<file path="src/rtl/gfx_pkg.sv">
// Shared graphics definitions: default screen geometry, coordinate widths,
// the line FSM state type and the packed line command layout.
package gfx_pkg;

  localparam int SCREEN_W_DEF = 160;
  localparam int SCREEN_H_DEF = 120;
  localparam int X_W_DEF      = 8;
  localparam int Y_W_DEF      = 7;
  localparam int LEN_W_DEF    = 9;

  typedef enum logic [1:0] {
    IDLE  = 2'd0,
    SETUP = 2'd1,
    DRAW  = 2'd2
  } line_state_t;

  // Command layout at the default coordinate geometry.
  typedef struct packed {
    logic        [X_W_DEF-1:0]   x0;
    logic        [Y_W_DEF-1:0]   y0;
    logic signed [LEN_W_DEF-1:0] dx;
    logic signed [LEN_W_DEF-1:0] dy;
  } line_cmd_t;

  function automatic int max_int(input int a, input int b);
    return (a > b) ? a : b;
  endfunction

endpackage

</file>
<file path="src/rtl/line_raster_if.sv">
// Command and pixel stream handshakes of the line rasteriser.
// master = command source / pixel sink, slave = rasteriser.
interface line_raster_if
  import gfx_pkg::*;
#(
  parameter int X_W   = X_W_DEF,
  parameter int Y_W   = Y_W_DEF,
  parameter int LEN_W = LEN_W_DEF
);

  logic                    cmd_valid;
  logic                    cmd_ready;
  logic        [X_W-1:0]   cmd_x0;
  logic        [Y_W-1:0]   cmd_y0;
  logic signed [LEN_W-1:0] cmd_dx;
  logic signed [LEN_W-1:0] cmd_dy;

  logic                    px_valid;
  logic                    px_ready;
  logic        [X_W-1:0]   px_x;
  logic        [Y_W-1:0]   px_y;

  modport master (
    output cmd_valid, cmd_x0, cmd_y0, cmd_dx, cmd_dy, px_ready,
    input  cmd_ready, px_valid, px_x, px_y
  );

  modport slave (
    input  cmd_valid, cmd_x0, cmd_y0, cmd_dx, cmd_dy, px_ready,
    output cmd_ready, px_valid, px_x, px_y
  );

endinterface

</file>
<file path="src/rtl/line_bres_step.sv">
// One combinational Bresenham step: from the current error and position,
// produce the next error and position (x and y may both move).
module line_bres_step #(
  parameter int LEN_W = 9,
  parameter int POS_W = 11,
  parameter int ERR_W = LEN_W + 2
) (
  input  logic signed [ERR_W-1:0] err_i,
  input  logic        [LEN_W-1:0] adx_i,
  input  logic        [LEN_W-1:0] ady_i,
  input  logic signed [POS_W-1:0] cur_x_i,
  input  logic signed [POS_W-1:0] cur_y_i,
  input  logic                    sx_i,
  input  logic                    sy_i,
  output logic signed [ERR_W-1:0] err_o,
  output logic signed [POS_W-1:0] x_o,
  output logic signed [POS_W-1:0] y_o
);

  localparam int EW = ERR_W + 1;

  logic signed [EW-1:0] e2;
  logic signed [EW-1:0] adx_e;
  logic signed [EW-1:0] ady_e;
  logic signed [EW-1:0] err_sum;
  logic                 step_x;
  logic                 step_y;

  // One extra bit so that 2*err and -ady never overflow.
  always_comb begin
    e2      = $signed({err_i, 1'b0});
    adx_e   = $signed({{(EW-LEN_W){1'b0}}, adx_i});
    ady_e   = $signed({{(EW-LEN_W){1'b0}}, ady_i});
    step_x  = (e2 > -ady_e);
    step_y  = (e2 < adx_e);
    err_sum = {err_i[ERR_W-1], err_i};
    if (step_x) err_sum = err_sum - ady_e;
    if (step_y) err_sum = err_sum + adx_e;
  end

  assign err_o = err_sum[ERR_W-1:0];

  assign x_o = step_x ? (sx_i ? cur_x_i - POS_W'(1) : cur_x_i + POS_W'(1)) : cur_x_i;
  assign y_o = step_y ? (sy_i ? cur_y_i - POS_W'(1) : cur_y_i + POS_W'(1)) : cur_y_i;

endmodule

</file>
<file path="src/rtl/line_raster.sv">
// Bresenham line rasteriser: one command in, a clipped pixel stream out.
//   state | meaning
//   IDLE  | waiting for a command (cmd_ready high)
//   SETUP | derive |dx|, |dy|, step signs, initial error and length
//   DRAW  | emit or skip one point per step until the end point
module line_raster
  import gfx_pkg::*;
#(
  parameter int X_W      = X_W_DEF,
  parameter int Y_W      = Y_W_DEF,
  parameter int LEN_W    = LEN_W_DEF,
  parameter int SCREEN_W = SCREEN_W_DEF,
  parameter int SCREEN_H = SCREEN_H_DEF
) (
  input  logic         clk,
  input  logic         rst_n,
  line_raster_if.slave bus,
  output logic         busy,
  output logic         done
);

  // Positions are wide enough that any start plus any extent cannot wrap.
  localparam int POS_W = max_int(max_int(X_W, Y_W), LEN_W) + 2;
  localparam int ERR_W = LEN_W + 2;

  localparam logic signed [POS_W-1:0] SCR_W_P = POS_W'(SCREEN_W);
  localparam logic signed [POS_W-1:0] SCR_H_P = POS_W'(SCREEN_H);

  line_state_t              state_q, state_d;
  line_cmd_t                cmd_q, cmd_d;
  logic signed [ERR_W-1:0]  err_q, err_d;
  logic        [LEN_W-1:0]  adx_q, adx_d;
  logic        [LEN_W-1:0]  ady_q, ady_d;
  logic        [LEN_W-1:0]  rem_q, rem_d;
  logic                     sx_q, sx_d;
  logic                     sy_q, sy_d;
  logic signed [POS_W-1:0]  x_q, x_d;
  logic signed [POS_W-1:0]  y_q, y_d;

  logic signed [ERR_W-1:0]  err_step;
  logic signed [POS_W-1:0]  x_step;
  logic signed [POS_W-1:0]  y_step;
  logic signed [LEN_W-1:0]  dx_c;
  logic signed [LEN_W-1:0]  dy_c;
  logic                     on_screen;
  logic                     pv;
  logic                     advance;
  logic                     last;

  line_bres_step #(
    .LEN_W (LEN_W),
    .POS_W (POS_W),
    .ERR_W (ERR_W)
  ) u_step (
    .err_i   (err_q),
    .adx_i   (adx_q),
    .ady_i   (ady_q),
    .cur_x_i (x_q),
    .cur_y_i (y_q),
    .sx_i    (sx_q),
    .sy_i    (sy_q),
    .err_o   (err_step),
    .x_o     (x_step),
    .y_o     (y_step)
  );

  assign dx_c      = cmd_q.dx;
  assign dy_c      = cmd_q.dy;
  assign on_screen = !x_q[POS_W-1] && (x_q < SCR_W_P) &&
                     !y_q[POS_W-1] && (y_q < SCR_H_P);
  assign pv        = rst_n && (state_q == DRAW) && on_screen;
  // Off-screen points are skipped without waiting for the sink.
  assign advance   = (state_q == DRAW) && (on_screen ? bus.px_ready : 1'b1);
  assign last      = (rem_q == '0);

  always_comb begin
    state_d = state_q;
    cmd_d   = cmd_q;
    err_d   = err_q;
    adx_d   = adx_q;
    ady_d   = ady_q;
    rem_d   = rem_q;
    sx_d    = sx_q;
    sy_d    = sy_q;
    x_d     = x_q;
    y_d     = y_q;
    unique case (state_q)
      IDLE: begin
        if (bus.cmd_valid) begin
          cmd_d.x0 = bus.cmd_x0;
          cmd_d.y0 = bus.cmd_y0;
          cmd_d.dx = bus.cmd_dx;
          cmd_d.dy = bus.cmd_dy;
          state_d  = SETUP;
        end
      end
      SETUP: begin
        adx_d   = dx_c[LEN_W-1] ? (~dx_c + 1'b1) : dx_c;
        ady_d   = dy_c[LEN_W-1] ? (~dy_c + 1'b1) : dy_c;
        sx_d    = dx_c[LEN_W-1];
        sy_d    = dy_c[LEN_W-1];
        err_d   = $signed({2'b00, adx_d}) - $signed({2'b00, ady_d});
        rem_d   = (adx_d > ady_d) ? adx_d : ady_d;
        x_d     = POS_W'(cmd_q.x0);
        y_d     = POS_W'(cmd_q.y0);
        state_d = DRAW;
      end
      DRAW: begin
        if (advance) begin
          err_d = err_step;
          x_d   = x_step;
          y_d   = y_step;
          rem_d = rem_q - 1'b1;
          if (last) state_d = IDLE;
        end
      end
      default: state_d = IDLE;
    endcase
  end

  always_ff @(posedge clk) begin
    if (!rst_n) begin
      state_q <= IDLE;
      cmd_q   <= '0;
      err_q   <= '0;
      adx_q   <= '0;
      ady_q   <= '0;
      rem_q   <= '0;
      sx_q    <= 1'b0;
      sy_q    <= 1'b0;
      x_q     <= '0;
      y_q     <= '0;
    end else begin
      state_q <= state_d;
      cmd_q   <= cmd_d;
      err_q   <= err_d;
      adx_q   <= adx_d;
      ady_q   <= ady_d;
      rem_q   <= rem_d;
      sx_q    <= sx_d;
      sy_q    <= sy_d;
      x_q     <= x_d;
      y_q     <= y_d;
    end
  end

  assign bus.cmd_ready = rst_n && (state_q == IDLE);
  assign bus.px_valid  = pv;
  assign bus.px_x      = pv ? x_q[X_W-1:0] : '0;
  assign bus.px_y      = pv ? y_q[Y_W-1:0] : '0;
  assign busy          = rst_n && (state_q != IDLE);
  assign done          = rst_n && advance && last;

endmodule
</file>
<file path="src/flat_wrapper.sv">
// flat-port wrapper written by rule: the top's interface ports become plain ports
module line_raster_flat import gfx_pkg::*;
#(
  parameter int X_W      = X_W_DEF,
  parameter int Y_W      = Y_W_DEF,
  parameter int LEN_W    = LEN_W_DEF,
  parameter int SCREEN_W = SCREEN_W_DEF,
  parameter int SCREEN_H = SCREEN_H_DEF
)
  (clk, rst_n, busy, done, bus_cmd_valid, bus_cmd_x0, bus_cmd_y0, bus_cmd_dx, bus_cmd_dy, bus_px_ready, bus_cmd_ready, bus_px_valid, bus_px_x, bus_px_y);
  line_raster_if #(.X_W(X_W), .Y_W(Y_W), .LEN_W(LEN_W)) bus_i ();
  input  logic clk;
  input  logic rst_n;
  output logic busy;
  output logic done;
  input wire logic [$bits(bus_i.cmd_valid)-1:0] bus_cmd_valid;
  input wire logic [$bits(bus_i.cmd_x0)-1:0] bus_cmd_x0;
  input wire logic [$bits(bus_i.cmd_y0)-1:0] bus_cmd_y0;
  input wire logic [$bits(bus_i.cmd_dx)-1:0] bus_cmd_dx;
  input wire logic [$bits(bus_i.cmd_dy)-1:0] bus_cmd_dy;
  input wire logic [$bits(bus_i.px_ready)-1:0] bus_px_ready;
  output wire logic [$bits(bus_i.cmd_ready)-1:0] bus_cmd_ready;
  output wire logic [$bits(bus_i.px_valid)-1:0] bus_px_valid;
  output wire logic [$bits(bus_i.px_x)-1:0] bus_px_x;
  output wire logic [$bits(bus_i.px_y)-1:0] bus_px_y;
  assign bus_i.cmd_valid = bus_cmd_valid;
  assign bus_i.cmd_x0 = bus_cmd_x0;
  assign bus_i.cmd_y0 = bus_cmd_y0;
  assign bus_i.cmd_dx = bus_cmd_dx;
  assign bus_i.cmd_dy = bus_cmd_dy;
  assign bus_i.px_ready = bus_px_ready;
  assign bus_cmd_ready = bus_i.cmd_ready;
  assign bus_px_valid = bus_i.px_valid;
  assign bus_px_x = bus_i.px_x;
  assign bus_px_y = bus_i.px_y;
  line_raster #(.X_W(X_W), .Y_W(Y_W), .LEN_W(LEN_W), .SCREEN_W(SCREEN_W), .SCREEN_H(SCREEN_H)) u_core (.clk(clk), .rst_n(rst_n), .bus(bus_i), .busy(busy), .done(done));
endmodule
</file>
<file path="config.mk">
export PLATFORM = sky130hd
export DESIGN_NAME = line_raster_flat
export DESIGN_NICKNAME = d
export VERILOG_FILES = /design/src/rtl/gfx_pkg.sv /design/src/rtl/line_raster_if.sv /design/src/rtl/line_bres_step.sv /design/src/rtl/line_raster.sv /design/src/flat_wrapper.sv
export SDC_FILE = /design/constraint.sdc
export NUM_CORES = 1
export LEC_CHECK = 0
export CAP_MARGIN = 20
export CORE_UTILIZATION = 39
export CTS_BUF_LIST = sky130_fd_sc_hd__clkbuf_16
export CTS_CLUSTER_DIAMETER = 200
export DETAILED_ROUTE_END_ITERATION = 10
export PLACE_DENSITY_LB_ADDON = 0.05
export SLEW_MARGIN = 20
export SYNTH_ARGS = -nofsm -noshare
export SYNTH_HDL_FRONTEND = slang
export SYNTH_HIERARCHICAL = 1
export SYNTH_SLANG_ARGS = --single-unit
</file>
<file path="constraint.sdc">
create_clock -name clk -period 5.3 [get_ports clk]
set_clock_uncertainty 0.1 [all_clocks]
set_input_delay 1.06 -clock clk [delete_from_list [all_inputs] [get_ports clk]]
set_output_delay 1.06 -clock clk [all_outputs]
set_load 0.01 [all_outputs]
</file>
==> metrics.yaml <==
run_status:
  outcome: "complete, no violations"
drt:
  drtPass1Iterations: 5
  vias: 7341
  routedWlPerCell_um: 16.7
  post_drt_via_cell_ratio: 5.45
  route.detailed.drc: 0
  routed_wirelength_mm: 22.5
  ant_nets: 0
  drt-initial-drc-count: 411
cells_and_area:
  final_util: 0.457
  drive_gt1_frac: 0.0702
  nets: 1185
  syn_to_final_growth_pct: 13.8
  n_antenna_cell: 0
  stdcell_count: 1347
synthesis:
  synth-edff-count: 0
  synthesis.area_sq_um: 7920
  synth.distinct_cells: 79
  synth_compound_area_frac: 0.238
  synthSimpleGateAreaFrac: 0.243
  synth_nets: 1156
  synthMuxAreaShare: 0.0368
  seq_area_frac_synth: 0.245
  synth_seq_cells: 97
  synth_flop_cell: "dfxtp_1"
  syn_area_per_cell_sq_um: 7.56
  synthXorXnorAreaFrac: 0.0663
  synth_fa_ha_area_frac: 0.119
  async_flop_share: 0
  synthCells: 1048
  synth_top_family_by_area: "simple AND/OR/NAND/NOR gates"
  synth_warnings: 6
floorplanning:
  die_area_sq_um: 20900
  fp.dieH_um: 145
  initial_core_util: 0.402
  pin_count: 56
  core-area_sq_um: 19700
  core.rowCount: 51
  dieWidth_um: 145
pwr:
  p_leak_nw: 3.51
  p_per_area_nw_per_um2: 322
  power_w: 0.00291
  p_sw_frac: 0.417
  power_switching_w: 0.00121
  combinationalPowerShare: 0.466
  power_frac_seq: 0.303
  p_clk_frac: 0.231
  power.internal_w: 0.00170
  irDropWorstVdd_mv: 0.209
critical_path:
  path_max_fanout: 9
  r2r_slack_ns: 0.57
  reg2regPathDepth: 22
  path_cells: "nor4_1 > nand2_1 > nor3_1 > xnor2_1 > ha_1 > nand3_1 > nor3_2 > a21boi_1 > o21ai_2 > nand2_1 > o21ai_1 > ha_1 > fa_1 > a21oi_1 > o211ai_1 > nor3_1 > nor2_1 > nor2_1 > xnor2_1 > mux2_2 > a21oi_1 > a221oi_1"
  crit_path_max_incr_delay_ns: 0.41
  crit_arrival_ns: 4.90
  path_buf_inv: 0
  slowest_stage: "fa_1"
  start_kind: "flip-flop"
  path_depth: 22
  required_ns: 5.47
  crit_family: "simple AND/OR/NAND/NOR gates"
  crit_path_end_kind: "flip-flop"
  worstSetupPathType: "reg2reg"
grt:
  grt_use_met3: 0.0305
  first_global_vias: 6641
  grtUsageMet1: 0.349
  grt_use_total: 0.227
  grt_most_used_layer: "met1"
  grt_max_degree: 44
  overflow: 0
  grt_pass1_wl_mm: 36.5
  antenna_found_initial: 0
  use_met2: 0.332
sta:
  max_freq_mhz: 211
  fin_crit_ns: 4.73
  max_slew_margin: 0.378
  tns_ns: 0
  drv_slew: 0
  period_share: 0.892
  setup_viol: 0
  rsz0062_at_grt: "no"
  hold_viol_final: 0
  tightest_slew_ns: 0.933
clock_network:
  clk_pin_slew_ns: 0.08
  cts_made_buffers: 9
  clock-sinks: 97
  cts_tree: "built"
  hold_buffers: 0
  clock-root-buffer: "clkbuf_16"
  clockBufferDepth: 2
  worstSkewPairLatency_ns: 0.36
  post_cts_buffers: 0
  htreeDepth: 3
  cts_resized: 0
placement:
  hpwlAfterDp_mm: 17.2
  placed_cells: 1331
  numPortBuffers: 55
  gp_congestion: 0.841
min_path:
  holdPathStages: 2
  hold_path_class: "reg2reg"
job:
  cap_violations: 0
-- flip-flops by register name, summed over array words and instances, names as in the netlist --
register / count
u_core/cmd_q: 15
u_core/err_q: 11
u_core/x_q: 11
u_core/y_q: 11
u_core/adx_q: 9
u_core/ady_q: 9
u_core/dx_c: 9
u_core/dy_c: 9
u_core/rem_q: 9
u_core/state_q: 2
u_core/sx_q: 1
u_core/sy_q: 1
-- path summary, 6_finish.rpt --
kind / from / end
setup / recovery: u_core/ady_q[2] / u_core/err_q[8]
hold / removal: u_core/cmd_q[23] / u_core/cmd_q[23]
setup reg to reg: u_core/ady_q[2] / u_core/err_q[8]
hold reg to reg: u_core/cmd_q[23] / u_core/cmd_q[23]
-- placed cells by master (no fill, tap or decap), types with 8 or more instances in the layout --
cell type	count
clkbuf_16	9
o21a_1	14
nor3_1	27
or3_1	8
nand4_1	9
dfxtp_1	97
nor4_1	11
inv_1	50
mux2i_1	16
nor2b_1	14
a311oi_1	18
o21ai_0	56
o21ai_1	8
a31oi_1	8
clkdlybuf4s50_1	55
nand3_1	13
buf_4	14
xor2_1	25
nand2_1	189
ha_1	66
xnor2_1	30
a211oi_1	18
mux2_2	9
nor2_1	78
o211ai_1	9
a21oi_1	89
and2_1	17
-- power by group through the flow --
stage | sequential, W | combinational [W] | clock (W)
final | 0.000881 | 0.00135 | 0.000673
after global routing | 0.000892 | 0.00151 | 0.000726
after CTS | 0.000881 | 0.00134 | 0.000697
after detailed placement | 0.000898 | 0.00134 | 0
after global placement | 0.000898 | 0.00134 | 0
after floorplan | 0.000858 | 0.00105 | 0
-- kinds of logic after synthesis --
family | after synthesis
AND/OR/NAND/NOR | 410
multiplexers | 27
adder cells (fa/ha/maj) | 73
XOR/XNOR | 57
flip-flops | 97
AO/OA/AOI/OAI | 282
buffers and inverters | 102
-- synth_stat cells, types with 5 or more instances --
cell type | number | share of area
nor3_1 | 27 | 0.017
nand2b_1 | 7 | 0.0055
o211ai_1 | 9 | 0.0085
fa_1 | 5 | 0.013
o21a_1 | 14 | 0.013
a21oi_1 | 89 | 0.056
nand4_1 | 9 | 0.0071
o31a_1 | 5 | 0.0055
nor2_1 | 79 | 0.037
nand3_1 | 13 | 0.0082
a311oi_1 | 18 | 0.020
nor4_1 | 11 | 0.0087
xnor2_1 | 30 | 0.033
a21o_1 | 7 | 0.0066
and3_1 | 5 | 0.0039
dfxtp_1 | 97 | 0.25
nor2b_1 | 15 | 0.012
a211oi_1 | 18 | 0.017
mux2_2 | 9 | 0.013
mux2i_1 | 16 | 0.020
ha_1 | 66 | 0.10
clkbuf_1 | 42 | 0.020
inv_1 | 50 | 0.024
nand2_1 | 190 | 0.090
xor2_1 | 25 | 0.028
or3_1 | 8 | 0.0063
buf_2 | 5 | 0.0032
o21ai_1 | 8 | 0.0051
a31oi_1 | 8 | 0.0063
o21ai_0 | 56 | 0.035
o31ai_1 | 5 | 0.0047
and2_1 | 18 | 0.014
a32o_1 | 7 | 0.0088
-- layout make-up --
| type | instances | area [sq um] |
|---|---|---|
| clock buffer | 9 | 225 |
| clock inverter | 7 | 81.3 |
| fill | 2029 | 10700 |
| inverter | 51 | 191 |
| multi-input combinational | 849 | 5590 |
| sequential | 97 | 1940 |
| tap | 265 | 332 |
| timing repair buffer | 69 | 656 |
-- stage by stage --
stage | instance area (sq um) | worst slack (ns) | hold WS (ns)
finish | 9010 | 0.570 | 0.359
global route | 9010 | 0.0364 | 0.388
CTS | 9010 | 0.577 | 0.362
detailed placement | 8700 | 0.611 | 0.349
global placement | 8700 | 0.662 | 0.345
floorplan | 7920 | 0.979 | 0.337
-- worst register-to-register path, delay by kind of cell, from the launching register on --
family | cells | cell delay (ns)
xor gates and xnor gates | 2 | 0.23
AOI/OAI and AO/OA | 7 | 1.26
muxes | 1 | 0.18
adders and majority gates | 3 | 0.92
and+or+nand+nor | 9 | 1.61
DFF | 1 | 0.35
-- metal layers --
metal	wire, um	vias up
met2	9450	110
met3	660	15
met4	221	0
li1	-	3790
met5	0	-
met1	12200	3426
No activity file was read; power rests on OpenSTA's default activity.
==> patch 1: new RTL, same flow settings <==
`LEN_W_DEF`: 9 -> 7.
--- a/src/rtl/gfx_pkg.sv
+++ b/src/rtl/gfx_pkg.sv
@@ -6,7 +6,7 @@
   localparam int SCREEN_H_DEF = 120;
   localparam int X_W_DEF      = 8;
   localparam int Y_W_DEF      = 7;
-  localparam int LEN_W_DEF    = 9;
+  localparam int LEN_W_DEF    = 7;
 
   typedef enum logic [1:0] {
     IDLE  = 2'd0,
Ports: changed (resized bus_cmd_dx and bus_cmd_dy); port bits go from 56 to 52. The function was not compared with the original's and may differ.
==> patch 1 against the original RTL <==
Die area is 17% lower; routed wire length is 20% lower; final cell count shrank 19%; sequential cell count fell by 14; total power down 13%; setup slack got worse by 270 ps; synthesized area fell by 17%; cell area down 15%; sequential share of layout area is 0.15 points higher; combinational power fell by 16%; highest routed layer unchanged.
==> patch 1: results (changes against the original RTL) <==
status finished, final reports clean; total global routing track utilization 0.2135 (-0.01342); number of antenna violations at the first check in global routing 0 (unchanged); post-synthesis async set-or-reset flop share 0 (unchanged); net count after synthesis 930 (-20%); worst vdd rail ir drop 0.0001999 V (-4.2%); fin cells 1094 (-19%); detail-routed via count per cell 5.441 (-0.17%); number of diodes added for antenna fixing 0 (unchanged); Iteration-0 DRC Markers 401 (-2.4%); Max-Slew Margin vs Limit 0.3737 (-0.004039); vias in the first global route 5622 (-15%); RePlAce Congestion 0.8848 (+5.2%); internal power summed over all cells 1549 µW (-8.6%); largest net degree at the start of global routing 89 (+100%); class of the tightest hold or removal check register to register; global-route wire length before repair 29.53 mm (-19%); most used standard cells in the synthesized netlist nand2_1 (152), dfxtp_1 (83), ha_1 (55); clock buffer count from CTS 9 (unchanged); mean routed wirelength per cell 16.48 µm (-1.5%); Clock Tree Buf Depth 2 (unchanged); leakage power 0.003273 µW (-6.7%); cell types occupying the most area after synthesis dfxtp_1 (25%), ha_1 (10%), nand2_1 (8.6%); count of port buffers added during placement 51 (-7.3%); source-to-sink clock delay at the later pin of the worst-skew pair 340 ps (-20 ps); worst-path fanout max 4 (-5); largest stage delay on the critical path 410 ps (about the same); placed wire-length estimate after detailed placement 13.38 mm (-22%); Net count, final 963 (-19%); arrival time of data at the critical path endpoint 5180 ps (+280 ps); proportion of synthesized chip area in sequential cells 0.2518 (+0.006784); FILL cells 1682 (-17%); post-CTS clock slew at the launch and capture registers of the worst setup and hold paths roughly 70 ps; Yosys warning total 6 (unchanged); Primary FF master, synth dfxtp_1; Critical Path Slowest Stage Cell fa_1; Largest regs u_core/cmd_q x15, u_core/x_q x10, u_core/y_q x10; H-tree Lvls 3 (unchanged); number of distinct library cells after synthesis 73 (-7.6%); Post-Syn Instances 837 (-20%); share of cells above drive strength 1 0.09153 (+0.02129); number of detailed-route iterations in the first pass 7 (+2); number of flops mapped to enable cells by yosys 0 (unchanged)
patch 1: cell types whose count changed after synthesis, sizes merged, moves of 17 or more:
cell,before,now
o21ai,65,38
a21boi,5,44
nand2,192,152
a21oi,91,40
nand3,13,30
nor2,82,43
o211a,2,28
patch 1: worst paths after layout:
path / slack [ps] / to / start / cells after the start
setup reg to reg: 300 / u_core/err_q[8]$_SDFFE_PN0P_ / u_core/ady_q[1]$_SDFFE_PN0P_ / 24
setup / recovery: 300 / u_core/err_q[8]$_SDFFE_PN0P_ / u_core/ady_q[1]$_SDFFE_PN0P_ / 24
hold reg to reg: 370 / u_core/cmd_q[16]$_SDFFE_PN0P_ / u_core/cmd_q[16]$_SDFFE_PN0P_ / 2
hold / removal: 370 / u_core/cmd_q[16]$_SDFFE_PN0P_ / u_core/cmd_q[16]$_SDFFE_PN0P_ / 2
patch 1: layer usage:
metal / GRT usage / share of wire / up-vias
met5: 0 / 0 / -
met4: 0.06718 / 0.015 / 0
met3: 0.02230 / 0.035 / 20
met2: 0.3372 / 0.45 / 139
met1: 0.3040 / 0.50 / 2786
li1: - / - / 3007
patch 1: cell type report:
type / count / area (µm²) / share of cell area
Multi-Input combinational cell: 665 / 4656 / 0.6075
Sequential cell: 83 / 1663 / 0.2170
Timing Repair Buffer: 62 / 595.6 / 0.07771
Tap cell: 220 / 275.3 / 0.03592
Clock buffer: 9 / 225.2 / 0.02939
Inverter: 49 / 183.9 / 0.02400
Clock inverter: 6 / 65.06 / 0.008490
patch 1: stage by stage:
stage	total power (µW)	cell area [µm²]	setup slack (ps)	hold slack, ps
floorplan	1606	6598	542.4	343.7
global placement	1844	7263	221.7	359.6
detailed placement	1869	7263	63.70	364.1
CTS	2517	7553	29.03	374.2
global route	2712	7664	-19.01	399.1
finish	2524	7664	303.2	371.4
patch 1: cell families (layout without fill, tap and decap cells):
logic type,after synthesis,in the layout,share of synthesized area
compound gates,218,218,0.2435
xor+xnor,47,47,0.06865
fa+ha+maj,61,61,0.1210
buf+inv,89,126,0.05253
flops,83,83,0.2518
mux,20,20,0.03338
simple gates,319,319,0.2291
patch 1: worst max-delay path, delay by kind of cell (launching register included):
family / cells / cell delay [ps]
AO/OA/AOI/OAI: 9 / 1700
adder cells (fa/ha/maj): 4 / 1110
AND/OR/NAND/NOR: 5 / 720
XOR/XNOR: 3 / 520
buffers and inverters: 3 / 450
flip-flops: 1 / 340
patch 1: power groups by stage:
stage	logic, µW	clock network, µW	registers [µW]
after detailed placement	1110	0	759
final	1140	633	746
after global routing	1270	682	756
after global placement	1090	0	757
after CTS	1120	655	745
after floorplan	876	0	731
patch 1: repair_timing:
item | in CTS | in global routing
resized for setup | 0 | 15
endpoints found under the setup margin | 0 | 2
setup buffers | 0 | 4
==> patch 2: new RTL, config.mk and constraints unchanged <==
Without the edit above. Take the reset off `y_q` and load it in a clocked block of its own.
--- a/src/rtl/line_raster.sv
+++ b/src/rtl/line_raster.sv
@@ -129,7 +129,6 @@
       sx_q    <= 1'b0;
       sy_q    <= 1'b0;
       x_q     <= '0;
-      y_q     <= '0;
     end else begin
       state_q <= state_d;
       cmd_q   <= cmd_d;
@@ -140,8 +139,11 @@
       sx_q    <= sx_d;
       sy_q    <= sy_d;
       x_q     <= x_d;
-      y_q     <= y_d;
     end
+  end
+
+  always_ff @(posedge clk) begin
+    y_q <= y_d;
   end
 
   assign bus.cmd_ready = rst_n && (state_q == IDLE);
Check against the original RTL: same outputs for any inputs over 4 cycles, from zero or initial values and one cycle with rst_n low; that may be too few to reach the edited logic, so the function may still have changed.
==> patch 2 against the original RTL <==
Synthesized area decreased by 2.2%; cell area decreased by 1.2%; total power increased by 10%; setup slack got worse by 160 ps; global-route usage increased by 0.060 points; combinational power increased by 21%; routed wire length decreased by 2.4%; synthesized cell count decreased by 2.7%; sequential cell count unchanged; via count decreased by 2.7%; maximum frequency decreased by 3.2%; highest routed layer unchanged.
==> patch 2: results (changes against the original RTL) <==
number of distinct library cells after synthesis 81 (+2.5%); fin cells 1327 (-1.5%); status finished, final reports clean; FILL cells 2049 (+0.99%); Largest delay share family, worst path compound AO/OA/AOI/OAI gates; Iteration-0 DRC Markers 399 (-2.9%); RePlAce Congestion 0.9041 (+7.5%); adder-cell share of the synthesized area 0.1195 (about the same); worst-path fanout max 5 (-4); Met3 Wirelength 599 µm (-9.2%); total length of routed met2 wires 9.534 mm (+0.94%); proportion of synthesized chip area in sequential cells 0.2648 (+0.01975); Logic inverters 45 (-12%); net count after synthesis 1128 (-2.4%); fraction of synthesized area in multiplexers 0.02341 (-0.01338); Placed Area 8577 µm² (-1.5%); Post-Route M1 WL 11.68 mm (-4.3%); multi-input gate count 831 (-2.1%); largest stage delay on the critical path 460 ps (+50 ps); number of flops mapped to enable cells by yosys 11 (+11); Compound-Gate Fraction of Synth Area 0.2269 (-0.01125); Seq. cell area 2052 µm² (+5.7%); Post-Syn Instances 1020 (-2.7%); largest net degree at the start of global routing 43 (-2.3%); most used standard cells in the synthesized netlist nand2_1 (192), dfxtp_1 (86), a21oi_1 (82); worst slack after detailed placement 164.3 ps (-446.5 ps); Pwr Total 3205 µW (+10%); power dissipated by switching net loads 1360 µW (+12%); share of cell area taken by multi-input logic gates 0.6025 (-0.01732); horizontal extent of the die 143.0 µm (-1.1%); met2 usage 0.3366 (+0.004602); met1 global-route usage 0.3473 (-0.001356); worst-case register-to-register setup slack 410 ps (-160 ps); Final Util 0.4577 (+0.0005300); cell types occupying the most area after synthesis dfxtp_1 (22%), ha_1 (11%), nand2_1 (9.3%); arrival time of data at the critical path endpoint 5030 ps (+130 ps); number of detailed-route iterations in the first pass 6 (+1)
## patch 2: changes by cell type in the layout (fill, tap and decap cells not counted), moves of 5 or more
cell / unedited run / this run
o211ai_1: 9 / 4
nor2b_1: 14 / 9
and3_1: 5 / 11
mux2i_1: 16 / 5
nand3_1: 13 / 22
a311oi_1: 18 / 8
edfxtp_1: 0 / 11
a21oi_1: 89 / 81
o21ai_0: 56 / 51
o21a_1: 14 / 9
dfxtp_1: 97 / 86
inv_1: 50 / 43
o31ai_1: 5 / 10
## patch 2: final timing paths
path	start	endpoint	depth (start not counted)
setup reg to reg	u_core/ady_q[1]$_SDFFE_PN0P_	u_core/err_q[8]$_SDFFE_PN0P_	22
hold / removal	u_core/cmd_q[22]$_SDFFE_PN0P_	u_core/cmd_q[22]$_SDFFE_PN0P_	2
hold reg to reg	u_core/cmd_q[22]$_SDFFE_PN0P_	u_core/cmd_q[22]$_SDFFE_PN0P_	2
setup / recovery	u_core/ady_q[1]$_SDFFE_PN0P_	u_core/err_q[8]$_SDFFE_PN0P_	22
